===== src/rtl/dpwm_pkg.sv =====
// Shared types and defaults for the DPWM clock-divider controller.
// Optional observation ports are enabled by defining DPWM_DIV_OBS_EN.
package dpwm_pkg;

    localparam int DPWM_CNT_W   = 23;
    localparam int DPWM_DEF_DIV = 6250000;

    typedef enum logic {
        IDLE = 1'b0,
        RUN  = 1'b1
    } dpwm_state_t;

endpackage


===== src/rtl/dpwm_div_core.sv =====
// Divider datapath: half-period counter, terminal-count compare and freq_out toggle.
// With DPWM_DIV_OBS_EN defined, the live count is exported on o_cnt.
module dpwm_div_core
    import dpwm_pkg::*;
#(
    parameter int CNT_W = DPWM_CNT_W
) (
    input  logic             clk,
    input  logic             reset,
    input  logic             i_run,
    input  logic [CNT_W-1:0] i_active,
`ifdef DPWM_DIV_OBS_EN
    output logic [CNT_W-1:0] o_cnt,
`endif
    output logic             o_tc,
    output logic             o_freq_out,
    output logic             o_tick
);

    logic [CNT_W-1:0] r_cnt;
    logic             r_freq_out;
    logic             r_tick;

    // Ratio updates only land on a TC edge, when cnt restarts at 0, so cnt never passes active.
    assign o_tc = i_run && (r_cnt == i_active);

    always_ff @(posedge clk or posedge reset) begin
        if (reset) begin
            r_cnt      <= '0;
            r_freq_out <= 1'b0;
            r_tick     <= 1'b0;
        end else if (!i_run) begin
            r_cnt      <= '0;
            r_freq_out <= 1'b0;
            r_tick     <= 1'b0;
        end else begin
            r_cnt  <= o_tc ? '0 : r_cnt + 1'b1;
            r_tick <= o_tc;
            if (o_tc) begin
                r_freq_out <= ~r_freq_out;
            end
        end
    end

    assign o_freq_out = r_freq_out;
    assign o_tick     = r_tick;
`ifdef DPWM_DIV_OBS_EN
    assign o_cnt      = r_cnt;
`endif

endmodule


===== src/rtl/dpwm_div_ctrl.sv =====
// Run-time controller for the DPWM divider: start/stop FSM, glitch-free ratio updates.
// Define DPWM_DIV_OBS_EN to add the cnt_obs and tc_count observation outputs.
module dpwm_div_ctrl
    import dpwm_pkg::*;
#(
    parameter int CNT_W   = DPWM_CNT_W,
    parameter int DEF_DIV = DPWM_DEF_DIV
) (
    input  logic             clk,
    input  logic             reset,
    input  logic             en,
    input  logic [CNT_W-1:0] cfg_div,
    input  logic             cfg_valid,
    output logic             cfg_ready,
    output logic             tick,
    output logic             freq_out,
    output logic             busy,
`ifdef DPWM_DIV_OBS_EN
    output logic [CNT_W-1:0] cnt_obs,
    output logic [15:0]      tc_count,
`endif
    output logic             cfg_err
);

    localparam logic [CNT_W-1:0] DEF_RATIO = CNT_W'(DEF_DIV);

    dpwm_state_t      r_state;
    dpwm_state_t      w_state_next;
    logic [CNT_W-1:0] r_active;
    logic [CNT_W-1:0] r_shadow;
    logic             r_pending;
    logic             r_cfg_err;
    logic             w_run;
    logic             w_tc;
    logic             w_xfer;
    logic             w_xfer_ok;
    logic             w_boundary;

    always_ff @(posedge clk or posedge reset) begin
        if (reset) begin
            r_state <= IDLE;
        end else begin
            r_state <= w_state_next;
        end
    end

    always_comb begin
        w_state_next = r_state;
        case (r_state)
            IDLE:    if (en)  w_state_next = RUN;
            RUN:     if (!en) w_state_next = IDLE;
            default: w_state_next = IDLE;
        endcase
    end

    assign w_run      = (r_state == RUN) && en;
    assign w_xfer     = cfg_valid && !r_pending;
    assign w_xfer_ok  = w_xfer && (cfg_div != '0);
    // Points where active may change without shortening a half-period: idle, TC, or stopping.
    assign w_boundary = (r_state == IDLE) || !en || w_tc;

    always_ff @(posedge clk or posedge reset) begin
        if (reset) begin
            r_active  <= DEF_RATIO;
            r_shadow  <= DEF_RATIO;
            r_pending <= 1'b0;
            r_cfg_err <= 1'b0;
        end else begin
            r_cfg_err <= w_xfer && (cfg_div == '0);
            if (w_boundary) begin
                if (r_pending) begin
                    r_active  <= r_shadow;
                    r_pending <= 1'b0;
                end else if (w_xfer_ok) begin
                    r_active <= cfg_div;
                end
            end else if (w_xfer_ok) begin
                r_shadow  <= cfg_div;
                r_pending <= 1'b1;
            end
        end
    end

    dpwm_div_core #(
        .CNT_W (CNT_W)
    ) u_core (
        .clk        (clk),
        .reset      (reset),
        .i_run      (w_run),
        .i_active   (r_active),
`ifdef DPWM_DIV_OBS_EN
        .o_cnt      (cnt_obs),
`endif
        .o_tc       (w_tc),
        .o_freq_out (freq_out),
        .o_tick     (tick)
    );

`ifdef DPWM_DIV_OBS_EN
    logic [15:0] r_tc_count;

    always_ff @(posedge clk or posedge reset) begin
        if (reset) begin
            r_tc_count <= '0;
        end else if (w_tc) begin
            r_tc_count <= r_tc_count + 16'd1;
        end
    end

    assign tc_count = r_tc_count;
`endif

    assign cfg_ready = !r_pending;
    assign busy      = (r_state == RUN);
    assign cfg_err   = r_cfg_err;

endmodule


===== config.mk =====
export PLATFORM = sky130hd
export DESIGN_NAME = dpwm_div_ctrl
export DESIGN_NICKNAME = d
export VERILOG_FILES = /design/src/rtl/dpwm_pkg.sv /design/src/rtl/dpwm_div_core.sv /design/src/rtl/dpwm_div_ctrl.sv
export SDC_FILE = /design/constraint.sdc
export NUM_CORES = 1
export LEC_CHECK = 0
export ABC_AREA = 1
export CAP_MARGIN = 0
export CORE_ASPECT_RATIO = 0.7
export CORE_MARGIN = 2
export CORE_UTILIZATION = 35
export CTS_BUF_LIST = sky130_fd_sc_hd__clkbuf_2
export DETAILED_ROUTE_END_ITERATION = 7
export PLACE_DENSITY_LB_ADDON = 0.05
export SYNTH_ARGS = -nofsm -noshare
export SYNTH_HDL_FRONTEND = slang
export SYNTH_SLANG_ARGS = --single-unit

===== constraint.sdc =====
create_clock -name clk -period 2.56 [get_ports clk]
set_clock_uncertainty 0.1 [all_clocks]
set_input_delay 0.384 -clock clk [delete_from_list [all_inputs] [get_ports clk]]
set_output_delay 0.384 -clock clk [all_outputs]
set_load 0.05 [all_outputs]

Word-level counts from Yosys, hierarchy flattened
Index checks and enable logic that the tools add are counted.
{"block": "totals", "latchBits": 0, "in_bits": 27, "ram_bits": 0, "regBits": 74, "output_inout_bits": 5, "mem_count": 0, "mem_bits_ro": 0}
{"block": "classes", "shifts": 0, "n_addsub": 1, "mul": 0, "order_cmp": 0, "n_mux": 10, "eq_ne": 2, "div_mod_pow": 0, "reduce_logical": 15, "bitwise": 3}
{"op": "23-bit 2-to-1 mux", "count": 4}
{"op": "23-bit by 1-bit adder with 23-bit output (second input constant)", "count": 1}
{"op": "23-bit equality test", "count": 1}
{"op": "23-bit zero test", "count": 1}
{"op": "23-bit nonzero test", "count": 1}
{"op": "1-bit 2-to-1 mux", "count": 6}
{"op": "1-bit logical AND", "count": 5}
{"op": "2-bit AND reduction", "count": 2}
{"op": "2-bit nonzero test", "count": 2}
{"op": "1-bit NOT", "count": 3}
{"op": "1-bit zero test", "count": 2}
{"op": "1-bit logical OR", "count": 2}
{"op": "2-bit != test (second input constant)", "count": 1}

Longest topological paths before layout
Gate-level depths: netlist (run 1).
{"block": "depth", "ltp_word": 5, "depth_mapped": 12, "depth_no_buf": 11}

By module
A second synthesis (run 1) with hierarchy kept.
{"block": "hier_totals", "hier_cells": 651, "hier_area_um2": 4331.7}
{"module": "dpwm_div_ctrl", "cells_per_inst": 304, "seq_area_each_um2": 1256.2, "area_each_um2": 2337.2, "n_inst": 1}
{"module": "dpwm_div_core", "cells_per_inst": 347, "seq_area_each_um2": 625.6, "area_each_um2": 1994.4, "n_inst": 1}

Worst setup path before layout (run 1)
Ideal clock, no wire load.
{"block": "synth_timing", "path_type": "reg-to-reg", "startpoint": "register r_pending", "endpoint": "register r_active[0]", "path_stages_with_launch": 8, "required_time_ns": 2.394, "setup_ns": 0.066, "path_buffers": 2, "arrival_time_ns": 1.583, "synth_period_minus_slack_ns": 1.749, "path_slack_ns": 0.811, "path_cell_list": "dfrtp_1 > clkbuf_1 > inv_1 > nand2_1 > nand2_1 > buf_2 > nand2_1 > nand2_1"}
{"block": "synth_between", "elab_chain_len": 5}
{"element": "start, declared", "line_no": "dpwm_div_ctrl.sv:31", "source": "logic r_pending;"}
{"element": "start signal, assigned", "line_no": "dpwm_div_ctrl.sv:66", "source": "r_pending <= 1'b0;"}
{"element": "start signal, assigned", "line_no": "dpwm_div_ctrl.sv:73", "source": "r_pending <= 1'b0;"}
{"element": "start signal, assigned", "line_no": "dpwm_div_ctrl.sv:79", "source": "r_pending <= 1'b1;"}
{"element": "1-bit zero test"}
{"element": "net cfg_ready", "line_no": "dpwm_div_ctrl.sv:14", "source": "output logic cfg_ready,"}
{"element": "1-bit logical AND", "line_no": "dpwm_div_ctrl.sv:57", "source": "assign w_xfer = cfg_valid && !r_pending;"}
{"element": "1-bit logical AND", "line_no": "dpwm_div_ctrl.sv:58", "source": "assign w_xfer_ok = w_xfer && (cfg_div != '0);"}
{"element": "2-bit nonzero test (no source line)"}
{"element": "2-bit AND reduction (no source line)"}
{"element": "end signal, assigned", "line_no": "dpwm_div_ctrl.sv:72", "source": "r_active <= r_shadow;"}
{"element": "end signal, assigned", "line_no": "dpwm_div_ctrl.sv:75", "source": "r_active <= cfg_div;"}
{"element": "end, declared", "line_no": "dpwm_div_ctrl.sv:29", "source": "logic [CNT_W-1:0] r_active;"}
The timed path passes the listed nets, and every way through them passes these cells.
A chain may end at the register's enable or synchronous reset.

Worst setup path after layout (run 1)
{"block": "layout_timing", "startpoint": "register r_state (netlist: busy)", "endpoint": "output busy"}
{"element": "start, declared", "line_no": "dpwm_div_ctrl.sv:27", "source": "dpwm_state_t r_state;"}
{"element": "start signal, assigned", "line_no": "dpwm_div_ctrl.sv:43", "source": "r_state <= w_state_next;"}
{"element": "end, declared", "line_no": "dpwm_div_ctrl.sv:17", "source": "output logic busy,"}
No word-level cell between the ends.

==> results of run 1 <==
power by group through the flow:
stage	logic (mW)	clock network, mW	registers (mW)
floorplan	0.308	0	1.43
global placement	0.425	0	1.46
detailed placement	0.432	0	1.46
CTS	0.434	0.992	1.44
global route	0.508	1.04	1.46
finish	0.425	0.961	1.44
synth_stat cells, drive strengths merged:
| master | count | area [um^2] |
|---|---|---|
| nand2 | 217 | 817 |
| dfstp | 24 | 631 |
| o21ai | 23 | 115 |
| o21bai | 1 | 7.51 |
| clkbuf | 12 | 45.0 |
| clkinv | 1 | 3.75 |
| xnor2 | 2 | 17.5 |
| a21oi | 2 | 10.0 |
| xor2 | 15 | 131 |
| nor4 | 1 | 6.26 |
| inv | 74 | 278 |
| nand3 | 35 | 188 |
| dfrtp | 50 | 1250 |
| nor3 | 13 | 65.1 |
| ha | 1 | 12.5 |
| nand4 | 34 | 213 |
| nor2 | 56 | 215 |
| buf | 10 | 72.6 |
path summary, 6_finish.rpt:
kind                                       startpoint                        to  slack, ns  depth (start not counted)
setup / recovery                       busy$_DFF_PP0_                      busy       0.32                          1
hold / removal                                  reset   r_shadow[1]$_DFFE_PP0P_        0.1                          3
max in group asynchronous                       reset  r_active[16]$_DFFE_PP1P_       1.86                          3
min in group clk                                   en            busy$_DFF_PP0_       0.17                          1
hold reg to reg              r_shadow[16]$_DFFE_PP1P_  r_shadow[16]$_DFFE_PP1P_       0.38                          2
setup reg to reg           u_core.r_cnt[14]$_DFF_PP0_  r_shadow[15]$_DFFE_PP0P_       0.38                         12
registers in the layout, indices dropped and copies added, names as in the netlist:
| signal | cells |
|---|---|
| busy | 1 |
| cfg_err | 1 |
| r_active | 23 |
| r_pending | 1 |
| r_shadow | 23 |
| u_core.o_freq_out | 1 |
| u_core.o_tick | 1 |
| u_core.r_cnt | 23 |
routing by layer:
layer,GRT usage (%),vias to the layer above
met4,4.93,0
met2,27.7,48
met3,4.26,11
met5,0,-
li1,-,1847
met1,26.9,1664
layout make-up:
| type | instances | area share, % |
|---|---|---|
| Clock buffer | 10 | 1.06 |
| Multi-Input combinational cell | 400 | 37.9 |
| Tap cell | 153 | 4.04 |
| Timing Repair Buffer | 43 | 8.65 |
| Inverter | 75 | 5.94 |
| Clock inverter | 6 | 2.72 |
| Sequential cell | 74 | 39.7 |
cells by family after synthesis:
family | after synthesis | share of synthesized area, %
compound gates | 26 | 3.25
xor+xnor | 17 | 3.65
flops | 74 | 46.1
simple gates | 356 | 36.9
buf+inv | 97 | 9.78
fa+ha+maj | 1 | 0.307
through the flow:
stage	worst slack [ns]	cell area (um^2)
after floorplan	0.234	4080
after global placement	0.396	4560
after detailed placement	0.388	4560
after CTS	0.273	4740
after global routing	0.152	4740
final	0.324	4740
==> run summary, run 1 <==
The run finished with clean final reports. The longest individual stage delay on the worst path came out at 0.80 ns. The post-detailed-placement half-perimeter wirelength is 7410 um. The final layout contains routed wiring with a total length of 10400 um.

The area of the placeable core is 11200 um^2. The synthesis-to-layout area growth came out at 16.3%. The number of clock sinks is 74. The worst setup path is of the reg -> out kind.

For the worst setup path, the data arrival time is 1.75 ns. The analysis attributes to net switching a power of 0.793 mW. After the flow finishes, the layout carries non-filler instances totaling 761.

The share of the cycle needed by the critical path after routing is 87.3%. The number of setup buffers added after CTS is 0. The highest clock frequency the design can meet came out at 447 MHz. The maximum buffer depth of the clock tree is 2. The number of antenna violations at the first check in global routing came out at 0.

The first-pass GRT wire length is 18100 um. Global routing consumed, over all layers together, 18.5% of the routing resources. The signal on the critical path passes through clkdlybuf4s50_1. The routed length on met3 came out at 336 um. The number of rows in the core area is 32. The highest metal layer carrying signal wires in the routed design is met4. The number of iterations in the first detailed-routing pass is 4.

For the final routed database, the setup TNS stands at 0 ns. Setup repair after global routing left no endpoint under its margin. Buffers placed on the I/O ports in this run total 31.

The cell area after synthesis came out at 4080 um^2. Summing the sequential cell areas from Yosys gives 46.1% of the chip area. The hold violation count in the final report is 0.

After detailed routing, the number of remaining DRC violations is 0. Across the VDD grid, the largest voltage drop is 343 uV. The area enclosed by the die boundary came out at 12500 um^2. STA classifies the critical path startpoint as a flip-flop.

The total overflow left after global routing is 0. The data required time of the critical path is 2.08 ns. The number of filler cells placed in the layout came out at 1148.

The instance count after placement with tap cells included came out at 745. For this block, wires on met1 add up to 5570 um. The clock period could shrink to 2.24 ns. For this block, the via count after detailed routing is 3570. The die outline width came out at 133 um. The sequential share of power came out at 51.0%.

The number of I/O pins came out at 32. The minimum hold slack came out at 0.0956 ns. The mean number of vias per cell came out at 4.69. The total power is 2.83 mW. The root buffer cell is clkbuf_2.

The congestion estimate from routability-driven global placement came to 0.827. The post-synthesis sequential element count came out at 74. The number of gates resized after CTS came out at 0. The max-slew violation count came out at 0.

The clock-pin transition on the worst setup and hold timing paths came out at 0.23 ns. For the pin with the worst max-slew slack, the measured transition is 0.549 ns. The clock buffer count from CTS is 9. The routed length per placed instance came out at 13.7 um. TritonCTS built the clock tree. The number of global-route vias before repair came out at 3521. The clock latency of the later-clocked register in the worst-skew pair is 0.55 ns. The cell count after synthesis came out at 571. The internal power summed over all cells came out at 2.03 mW. The number of diodes added for antenna fixing came out at 0. The count of buffering cells on the critical path with inverters included is 1. The violation count after the first detailed-route iteration came out at 180. The number of nets in the layout is 631. The die extent in y came out at 94.3 um. Across the whole layout, storage elements account for 1880 um^2. Setup violations remaining at the end of the flow were counted as 0.

The largest individual stage delay along the critical path comes from the cell clkdlybuf4s50_1. In this run switching power makes up 28.0% of total power. The total length of routed met2 wires came out at 4350 um. The clock share of power came out at 34.0%. The number of hold-repair buffers added at the cts stage is 0. In this run the mean area of a mapped cell was 7.14 um^2.

The path class of the tightest hold or removal check is in -> async. The number of warnings reported in the yosys synthesis log is 0. The relative slew slack came out at 63.4%.

In this run the power density over the cells is 596 nW/um^2. The worst setup path is captured at an output port. The leakage component of the power is 2.26 nW. The maximum number of pins on one net before global-route repair came out at 75.

The number of maximum-capacitance constraint violations is 0. The library cell used most frequently in the layout, excluding fill and tap cells, is nand2_1. The share of layout cells above drive strength 1 is 9.87%.

After synthesis, the netlist uses 25 different library cells. The post-synth net total came out at 599. The library cells used most frequently in the layout, excluding fill and tap cells, are nand2_1, inv_1, nor2_1, dfrtp_1. Once the floorplan was initialized, standard cells occupied 36.5% of the core.

The family with the most delay on the worst path is buffers and inverters. The utilization after layout came out at 42.5%. In the final layout, the multi-input gates occupy 1800 um^2. The number of levels the H-tree was split into is 3. The count of nets left with antenna violations once routing finished came out at 0. The highest fanout seen on the critical path came out at 2.

Combinational cells account for 15.0% of the total power.
Note: power is estimated with default switching activity, not from simulation.
==> run 2: changes to the inputs <==
- CTS_BUF_LIST: sky130_fd_sc_hd__clkbuf_2 -> sky130_fd_sc_hd__clkbuf_16
- RECOVER_POWER: not set -> 50
- clock period: 2.56 -> 2.74 ns (I/O delays scaled with it)
==> run 2 against run 1 <==
Cell area is 1.3% higher. Critical path type is now reg -> reg. Largest power group unchanged. Largest cell class unchanged. Via count is 0.34% higher. Die area stayed put. Power is 1.0% lower. Sequential cell count stayed put. Highest routed layer unchanged. Sequential power is 6% lower. Critical path depth is 11 higher. Critical endpoint is now r_shadow[3]$_DFFE_PP0P_.
==> run summary, run 2 (same netlist as run 1, synthesis figures left out) <==
The minimum hold slack is 0.363 ns. The post-detailed-placement half-perimeter wirelength came out at 7750 um. TritonCTS built the clock tree. For this run, design rule violations remaining after detail routing come to 0. The worst path uses 91.6% of the clock period. The routed length per placed instance came out at 13.8 um. The number of iterations in the first detailed-routing pass is 5. The overall routed net length came out at 10500 um. For the worst setup path, the data arrival time is 2.69 ns. The clock period could shrink to 2.51 ns.

The number of filler cells placed in the layout is 1138. The classification of the worst-slack hold path is reg -> reg. The count of buffers added on input and output ports is 31.

Of all nets on the critical path, the largest fanout is 23. The first-pass GRT wire length came out at 18100 um. The tool flagged a number of max-cap violations equal to 0.

After clock tree synthesis, the clock-pin slew on the worst setup and hold paths is 0.06 ns. The area enclosed by the die boundary is 12500 um^2. The maximum buffer depth of the clock tree came out at 2. The number of setup buffers added after CTS is 0.

The number of antenna violations at the first check in global routing came to 0. The residual antenna-violating net count after detailed routing came out at 0. The clock buffer count from CTS is 9.

The number of clock sinks is 74. The top cell types in the final layout, fill and taps aside, are nand2_1, inv_1, nor2_1, dfrtp_1. Leaving out fill and tap cells, the most frequent cell in the layout is nand2_1. After floorplanning, the core was sized to cover 11200 um^2. The number of diodes added for antenna fixing is 0. The largest registers in the layout are r_active (23), r_shadow (23), u_core.r_cnt (23). The share of layout cells above drive strength 1 is 8.87%. The weighted congestion reported at the end of routability-driven placement came out at 0.820.

The max-slew violation count was 0. Global routing used 18.6% of the available tracks. For the worst setup path, the data required time is 2.92 ns. The number of hold-repair buffers added at the cts stage came out at 0. VDD sags by at most 304 uV. The final-report setup violation count came out at 0. The transition time at the pin with the least slew margin is 1.15 ns. The total power is 2.80 mW. The violation count after the first detailed-route iteration is 208. Global routing finished with a remaining overflow of 0.

The flow ran to the end, and the final reports show no timing, DRC or antenna violations. The die outline width came out at 133 um. The accumulated negative setup slack came out at 0 ns. STA classifies the critical path endpoint as a flip-flop. The number of gates resized after CTS is 0. Across all setup checks in the final design, the least slack found is 0.230 ns. The overall via count from detail_route is 3582. The number of global-route vias before repair came out at 3547. The mean number of vias per cell is 4.70. CTS placed an instance of clkbuf_16 at the clock tree root. The utilization after layout is 43.0%.

The die extent in y is 94.3 um. The worst setup path is of the reg -> reg kind. The number of I/O pins is 32. The starting density of the core is 36.5%. The post-placement worst setup slack came out at 0.258 ns. The clock latency of the later-clocked register in the worst-skew pair is 0.34 ns.

The areal power density over the cells came out at 583 nW/um^2. The leakage component of the power is 2.29 nW. The synthesis-to-layout area growth came out at 17.7%. Setup repair after global routing left no endpoint under its margin. The hold violation count in the final report is 0. The highest clock frequency the design can meet is 398 MHz. The number of rows in the core area came out at 32. CTS built an H-tree with a depth of 3. The maximum number of pins on one net before global-route repair is 38. The worst setup path is launched from a flip-flop. Headroom to the max-slew limit came out at 23.1%. For this run, the post-layout net count is 632.
## run 2: per-stage QoR
step                area (um^2)  cells
finish                     4800    762
global route               4800    762
CTS                        4820    762
detailed placement         4570    746
global placement           4570    746
floorplan                  4080    571
## run 2: worst paths after layout
| kind | startpoint | to | slack, ns | depth (start not counted) |
|---|---|---|---|---|
| worst min-delay path | r_shadow[19]$_DFFE_PP1P_ | r_shadow[19]$_DFFE_PP1P_ | 0.36 | 2 |
| worst min register to register | r_shadow[19]$_DFFE_PP1P_ | r_shadow[19]$_DFFE_PP1P_ | 0.36 | 2 |
| worst max register to register | u_core.r_cnt[6]$_DFF_PP0_ | r_shadow[3]$_DFFE_PP0P_ | 0.23 | 12 |
| max in group asynchronous | reset | r_active[3]$_DFFE_PP0P_ | 0.50 | 3 |
| worst max-delay path | u_core.r_cnt[6]$_DFF_PP0_ | r_shadow[3]$_DFFE_PP0P_ | 0.23 | 12 |
| min in group asynchronous | reset | r_shadow[1]$_DFFE_PP0P_ | 0.54 | 2 |
## run 2: power breakdown
group / switching [mW] / internal (mW)
Sequential: 0.0887 / 1.26
Combinational: 0.239 / 0.157
Clock: 0.462 / 0.594
Total: 0.789 / 2.01
## run 2: area by class of cell
cell class | count | area, um^2 | area share [%]
flip-flops and latches | 74 | 1880 | 39.2
multi-input cells | 400 | 1800 | 37.4
repair buffers | 44 | 395 | 8.23
inverters | 75 | 282 | 5.86
clock buffers | 9 | 225 | 4.69
well taps | 153 | 191 | 3.99
clock inverters | 7 | 28.8 | 0.599
## run 2: critical path: stages (launching register included)
cell     delay (ns)
dfrtp_1        0.42
inv_1          0.12
nand2_1        0.07
nand2_1        0.05
nor2_1         0.15
nand2_1        0.08
nor2_1         0.36
nand3_4        0.28
buf_4          0.28
nand3_1        0.08
buf_4          0.28
nand2_1        0.10
nand2_1        0.06
## run 2: routing by layer
layer | vias to the layer above | global-route usage (%) | routed length (um)
met5 | - | 0 | 0
met1 | 1658 | 26.5 | 5500
li1 | 1845 | - | -
met2 | 73 | 28.8 | 4380
met3 | 6 | 4.10 | 568
met4 | 0 | 4.57 | 82
==> patch 1 (settings of run 1) <==
The output `cfg_err` loses its register stage (`r_cfg_err` becomes a continuous assignment).
--- a/src/rtl/dpwm_div_ctrl.sv
+++ b/src/rtl/dpwm_div_ctrl.sv
@@ -64,9 +64,7 @@
             r_active  <= DEF_RATIO;
             r_shadow  <= DEF_RATIO;
             r_pending <= 1'b0;
-            r_cfg_err <= 1'b0;
         end else begin
-            r_cfg_err <= w_xfer && (cfg_div == '0);
             if (w_boundary) begin
                 if (r_pending) begin
                     r_active  <= r_shadow;
@@ -80,6 +78,8 @@
             end
         end
     end
+
+    assign r_cfg_err = w_xfer && (cfg_div == '0);
 
     dpwm_div_core #(
         .CNT_W (CNT_W)
Behaviour: not the same (Yosys sat finds a counterexample within 4 cycles, from zero or initial values and one cycle with reset high).
==> patch 1 against run 1 <==
Sequential cell count down 1. Power down 11%. Final area down 0.98%. Area after synthesis down 0.61%. Clock power down 33%. Die area down 0.59%. Setup slack worse by 0.030 ns. Utilization down 0.26 points. Wire length down 1.1%. Largest cell class unchanged. Fmax down 1.3%.
==> patch 1: results (changes against run 1) <==
metric	value	unit	change
grt_use_total	18.4	%	was 18.5%
syn_avg_cell_area	7.11	sq um	was 7.14 sq um
p_leak	2.25	nW	was 2.26 nW
rrSetupSlack	0.42	ns	was 0.38 ns
critPathCapture	cfg_err		was busy
r2r_end	r_active[7]		was r_shadow[15]
dpl.hpwl	7390	um	was 7410 um
worst-path-max-fanout	2		unchanged
syn-num-nets	598		was 599
drt_iter0_drc	227		was 180
grt_max_degree	74		was 75
reg.largest.list	r_active: 23 flops, r_shadow: 23 flops, u_core.r_cnt: 23 flops		unchanged
critPathArrivalTime	1.78	ns	was 1.75 ns
synth.area.top_cells	dfrtp_1 30%, nand2_1 20%, dfstp_2 16%		was dfrtp_1 31%, nand2_1 20%, dfstp_2 15%
synthTopCellsByCount	216 x nand2_1, 71 x inv_1, 54 x nor2_1		unchanged
first_pass_iters	5		was 4
tightestPinTransition	0.492	ns	was 0.549 ns
r2r_cells	12		unchanged
post_synth_num_cell_types	25		unchanged
stdcell_count	766		was 761
clock_latency	0.53	ns	was 0.55 ns
swShare	30.7	%	was 28.0%
slowest_delay	0.43	ns	was 0.80 ns
yosys_warnings	0		unchanged
place.gp.congestion	0.877		was 0.827
wl	10300	um	was 10400 um
post_cts_buffers	0		unchanged
clk_pin_slew_worst_paths	0.21	ns	was 0.23 ns
cts_max_level	3		unchanged
peakVddDrop	228	uV	was 343 uV
post-place-cells	750		was 745
status	completed		unchanged
critPathLaunch	cfg_div[12]		was busy
grt_pass1_vias	3566		was 3521
fill_cells	1198		was 1148
avgViaCountPerCell	4.69		about the same
clockRootBuffer	clkbuf_2		unchanged
cts-resized-gates	0		unchanged
min_path_type	in -> async		unchanged
synthFlopType	dfrtp_1		unchanged
yosysSeqAreaShare	45.8	%	was 46.1%
r2r-start	r_active[14]		was u_core.r_cnt[14]
drive_gt1_share	10.8	%	was 9.87%
cts-buffers-inserted	9		unchanged
grt_first_pass_wirelength	17800	um	was 18100 um
layout.nets	636		was 631
==> patch 1: cell types whose count changed after synthesis, sizes merged <==
cell / change
dfrtp: -1
==> patch 1: cell type report <==
type	count	area [sq um]	share of cell area (%)
Sequential cell	73	1860	39.5
Clock buffer	11	55.1	1.17
Tap cell	153	191	4.08
Inverter	75	282	6.00
Multi-Input combinational cell	400	1800	38.3
Clock inverter	5	47.5	1.01
Timing Repair Buffer	49	465	9.91
==> patch 1: kinds of logic after synthesis <==
group                    share of synthesized area, %
buffers and inverters                            9.85
AO/OA/AOI/OAI                                    3.27
flip-flops                                       45.8
adder cells (fa/ha/maj)                         0.309
AND/OR/NAND/NOR                                  37.1
XOR/XNOR                                         3.67
==> patch 1: worst max-delay path, delay by kind of cell <==
family,cells,cell delay (ns)
simple gates,4,0.71
buf+inv,3,0.70
==> patch 1: worst min path at each step <==
stage | cells after the start | slack [ns] | endpoint | from
finish | 3 | 0.13 | r_shadow[1] | reset
detailed placement | 2 | 0.36 | r_shadow[9] | r_shadow[9]
floorplan | 0 | 0.32 | busy | en
global placement | 2 | 0.35 | r_shadow[12] | r_shadow[12]
global route | 3 | 0.1 | r_shadow[1] | reset
CTS | 3 | 0.11 | r_shadow[1] | reset
==> patch 1: power by group through the flow <==
stage | clock (mW) | combinational [mW] | sequential, mW
6_report | 0.644 | 0.439 | 1.42
5_1_grt | 0.730 | 0.518 | 1.44
4_1_cts | 0.684 | 0.447 | 1.42
3_5_place_dp | 0 | 0.446 | 1.44
3_3_place_gp | 0 | 0.438 | 1.44
2_1_floorplan | 0 | 0.308 | 1.41
==> patch 1: per-stage QoR <==
| stage | setup WS (ns) | util, % | instance area, sq um | hold WS, ns |
|---|---|---|---|---|
| after floorplan | 0.239 | - | 4050 | 0.315 |
| after global placement | 0.303 | 41.3 | 4590 | 0.351 |
| after detailed placement | 0.300 | 41.3 | 4590 | 0.356 |
| after CTS | 0.288 | 42.2 | 4700 | 0.114 |
| after global routing | 0.138 | 42.2 | 4700 | 0.0956 |
| final | 0.294 | 42.2 | 4700 | 0.125 |
==> patch 1: routing by layer <==
metal  GRT usage (%)  vias to the layer above  share of wire [%]
li1                -                     1850                  -
met2            27.7                       63                 42
met5               0                        -                  0
met1            26.4                     1664                 52
met3            4.21                       12                4.1
met4            4.93                        0                1.3
==> patch 2 (flow settings as in run 1) <==
Made on the original files. The package constant `DPWM_CNT_W` goes from 23 to 46.
--- a/src/rtl/dpwm_pkg.sv
+++ b/src/rtl/dpwm_pkg.sv
@@ -2,7 +2,7 @@
 // Optional observation ports are enabled by defining DPWM_DIV_OBS_EN.
 package dpwm_pkg;
 
-    localparam int DPWM_CNT_W   = 23;
+    localparam int DPWM_CNT_W   = 46;
     localparam int DPWM_DEF_DIV = 6250000;
 
     typedef enum logic {
Ports: changed (resized cfg_div); port bits go from 32 to 55. The function was not compared with the original's and may differ.
==> patch 2 against run 1 <==
Non-clock buffer count grew 55. Area after synthesis grew 99%. Final area grew 100%. Sequential cell count grew 69. Via count grew 110%. Register-to-register slack lost 0.15 ns. Power grew 75%. Fmax shrank 7.4%. Setup slack lost 0.18 ns. Wire length grew to 2.5 times the old value. Count of clock-buffer cells in the layout grew 12. First-iteration DRC count grew to 3.7 times the old value. Critical path depth is the same. Die area grew 95%. Largest power group unchanged.
==> patch 2: results (changes against run 1) <==
metric	value	unit	change
holdPathStages	3		
final_area	0.00947	sq mm	was 0.00474 sq mm
clk_pin_slew_worst_paths	0.22	ns	
yosys_warnings	0		unchanged
cts_buffer_depth	2		unchanged
dpl.hpwl	19400	um	was 7410 um
port_buffers	54		was 31
synth.area.top_cells	dfrtp_1 37%, nand2_1 19%, dfstp_2 7.8%		was dfrtp_1 31%, nand2_1 20%, dfstp_2 15%
pg_comb	888	uW	was 425 uW
clockRootBuffer	clkbuf_2		unchanged
cp_slowest_cell	clkdlybuf4s50_1		unchanged
p_clk	1.30	mW	was 961 uW
async_flop_share	100	%	unchanged
first_pass_iters	5		was 4
stdcell_count	1532		was 761
slowest_delay	0.80	ns	about the same
cts_max_level	4		was 3
grt_use_total	22.2	%	was 18.5%
clock_latency	0.75	ns	was 0.55 ns
swShare	31.8	%	was 28.0%
routed-wl-met3	1980	um	was 336 um
placed_cell_area	0.00923	sq mm	was 0.00456 sq mm
wire_per_inst	17.1	um	was 13.7 um
status	completed		unchanged
layout.nets	1257		was 631
syn_inst	1140		was 571
cts-buffers-inserted	17		was 9
met1_length	13300	um	was 5570 um
min_path_type	in -> reg		was in -> async
r2r_cells	13		was 12
vias	7538		was 3570
grt_max_degree	58		was 75
drt_iter0_drc	666		was 180
relSlewSlack	61.5	%	was 63.4%
antenna_found_initial	1		was 0
dp_slack	0.0752	ns	was 0.388 ns
place.gp.congestion	0.935		was 0.827
synthTopCellsByCount	417 x nand2_1, 125 x inv_1, 125 x nor2_1		was 216 x nand2_1, 71 x inv_1, 54 x nor2_1
drive_gt1_share	8.78	%	was 9.87%
p_leak	4.46	nW	was 2.26 nW
post_cts_buffers	0		unchanged
yosysSeqAreaShare	44.5	%	was 46.1%
worst_path_dominant_cell_family	buffers and inverters		unchanged
syn-num-nets	1191		was 599
grt_pass1_vias	7101		was 3521
critPathArrivalTime	1.93	ns	was 1.75 ns
fill_cells	2457		was 1148
dr_wl_met2	10700	um	was 4350 um
post_synth_num_cell_types	29		was 25
grt_first_pass_wirelength	41100	um	was 18100 um
peakVddDrop	268	uV	was 343 uV
synthFlopType	dfrtp_1		unchanged
topRoutingLayerUsed	met4		unchanged
reg.largest.list	r_active: 46 flops, r_shadow: 46 flops, u_core.r_cnt: 46 flops		was r_active: 23 flops, r_shadow: 23 flops, u_core.r_cnt: 23 flops
worst-path-max-fanout	2		unchanged
pwr-share-clk	26.3	%	was 34.0%
patch 2: worst reg2reg max path: stages (launching register included):
cell,delay [ns]
dfrtp_1,0.45
ha_1,0.24
nand2_1,0.11
inv_1,0.11
nand3_2,0.10
nor2_1,0.17
nand2_1,0.15
nor2_2,0.27
nand2_1,0.16
nor2_1,0.18
nor2_1,0.06
nor2_1,0.10
nand2_1,0.05
inv_1,0.05
patch 2: cell type report:
| type | count | share of cell area, % |
|---|---|---|
| multi-input cells | 819 | 39.9 |
| flip-flops and latches | 143 | 38.2 |
| repair buffers | 98 | 10.6 |
| inverters | 127 | 5.09 |
| well taps | 312 | 4.12 |
| clock buffers | 22 | 1.16 |
| clock inverters | 10 | 1.00 |
| diodes | 1 | 0.0264 |
patch 2: timing repair:
item	in CTS	in global routing
endpoints found under the setup margin	1	1
hold buffers	2	0
gates resized for setup	2	1
hold endpoints to repair	33	0
patch 2: cell families after synthesis:
logic type / Yosys count / synth area share [%]
AOI/OAI and AO/OA: 49 / 3.12
xor gates and xnor gates: 53 / 5.72
adders and majority gates: 1 / 0.154
buffers and inverters: 178 / 9.16
DFF: 143 / 44.5
and+or+nand+nor: 716 / 37.4
patch 2: final timing paths:
path,startpoint,to,slack [ns]
worst max-delay path,busy,busy,0.15
worst min-delay path,cfg_div[18],r_shadow[18],0.09
worst max register to register,u_core.r_cnt[1],u_core.r_cnt[30],0.23
worst min register to register,r_shadow[4],r_shadow[4],0.38
max in group asynchronous,reset,r_active[14],1.42
min in group asynchronous,reset,r_shadow[8],0.32
patch 2: metal layers:
| layer | vias up | GRT usage, % |
|---|---|---|
| li1 | 3703 | - |
| met1 | 3620 | 34.3 |
| met2 | 198 | 30.4 |
| met3 | 17 | 6.82 |
| met4 | 0 | 3.85 |
| met5 | - | 0 |
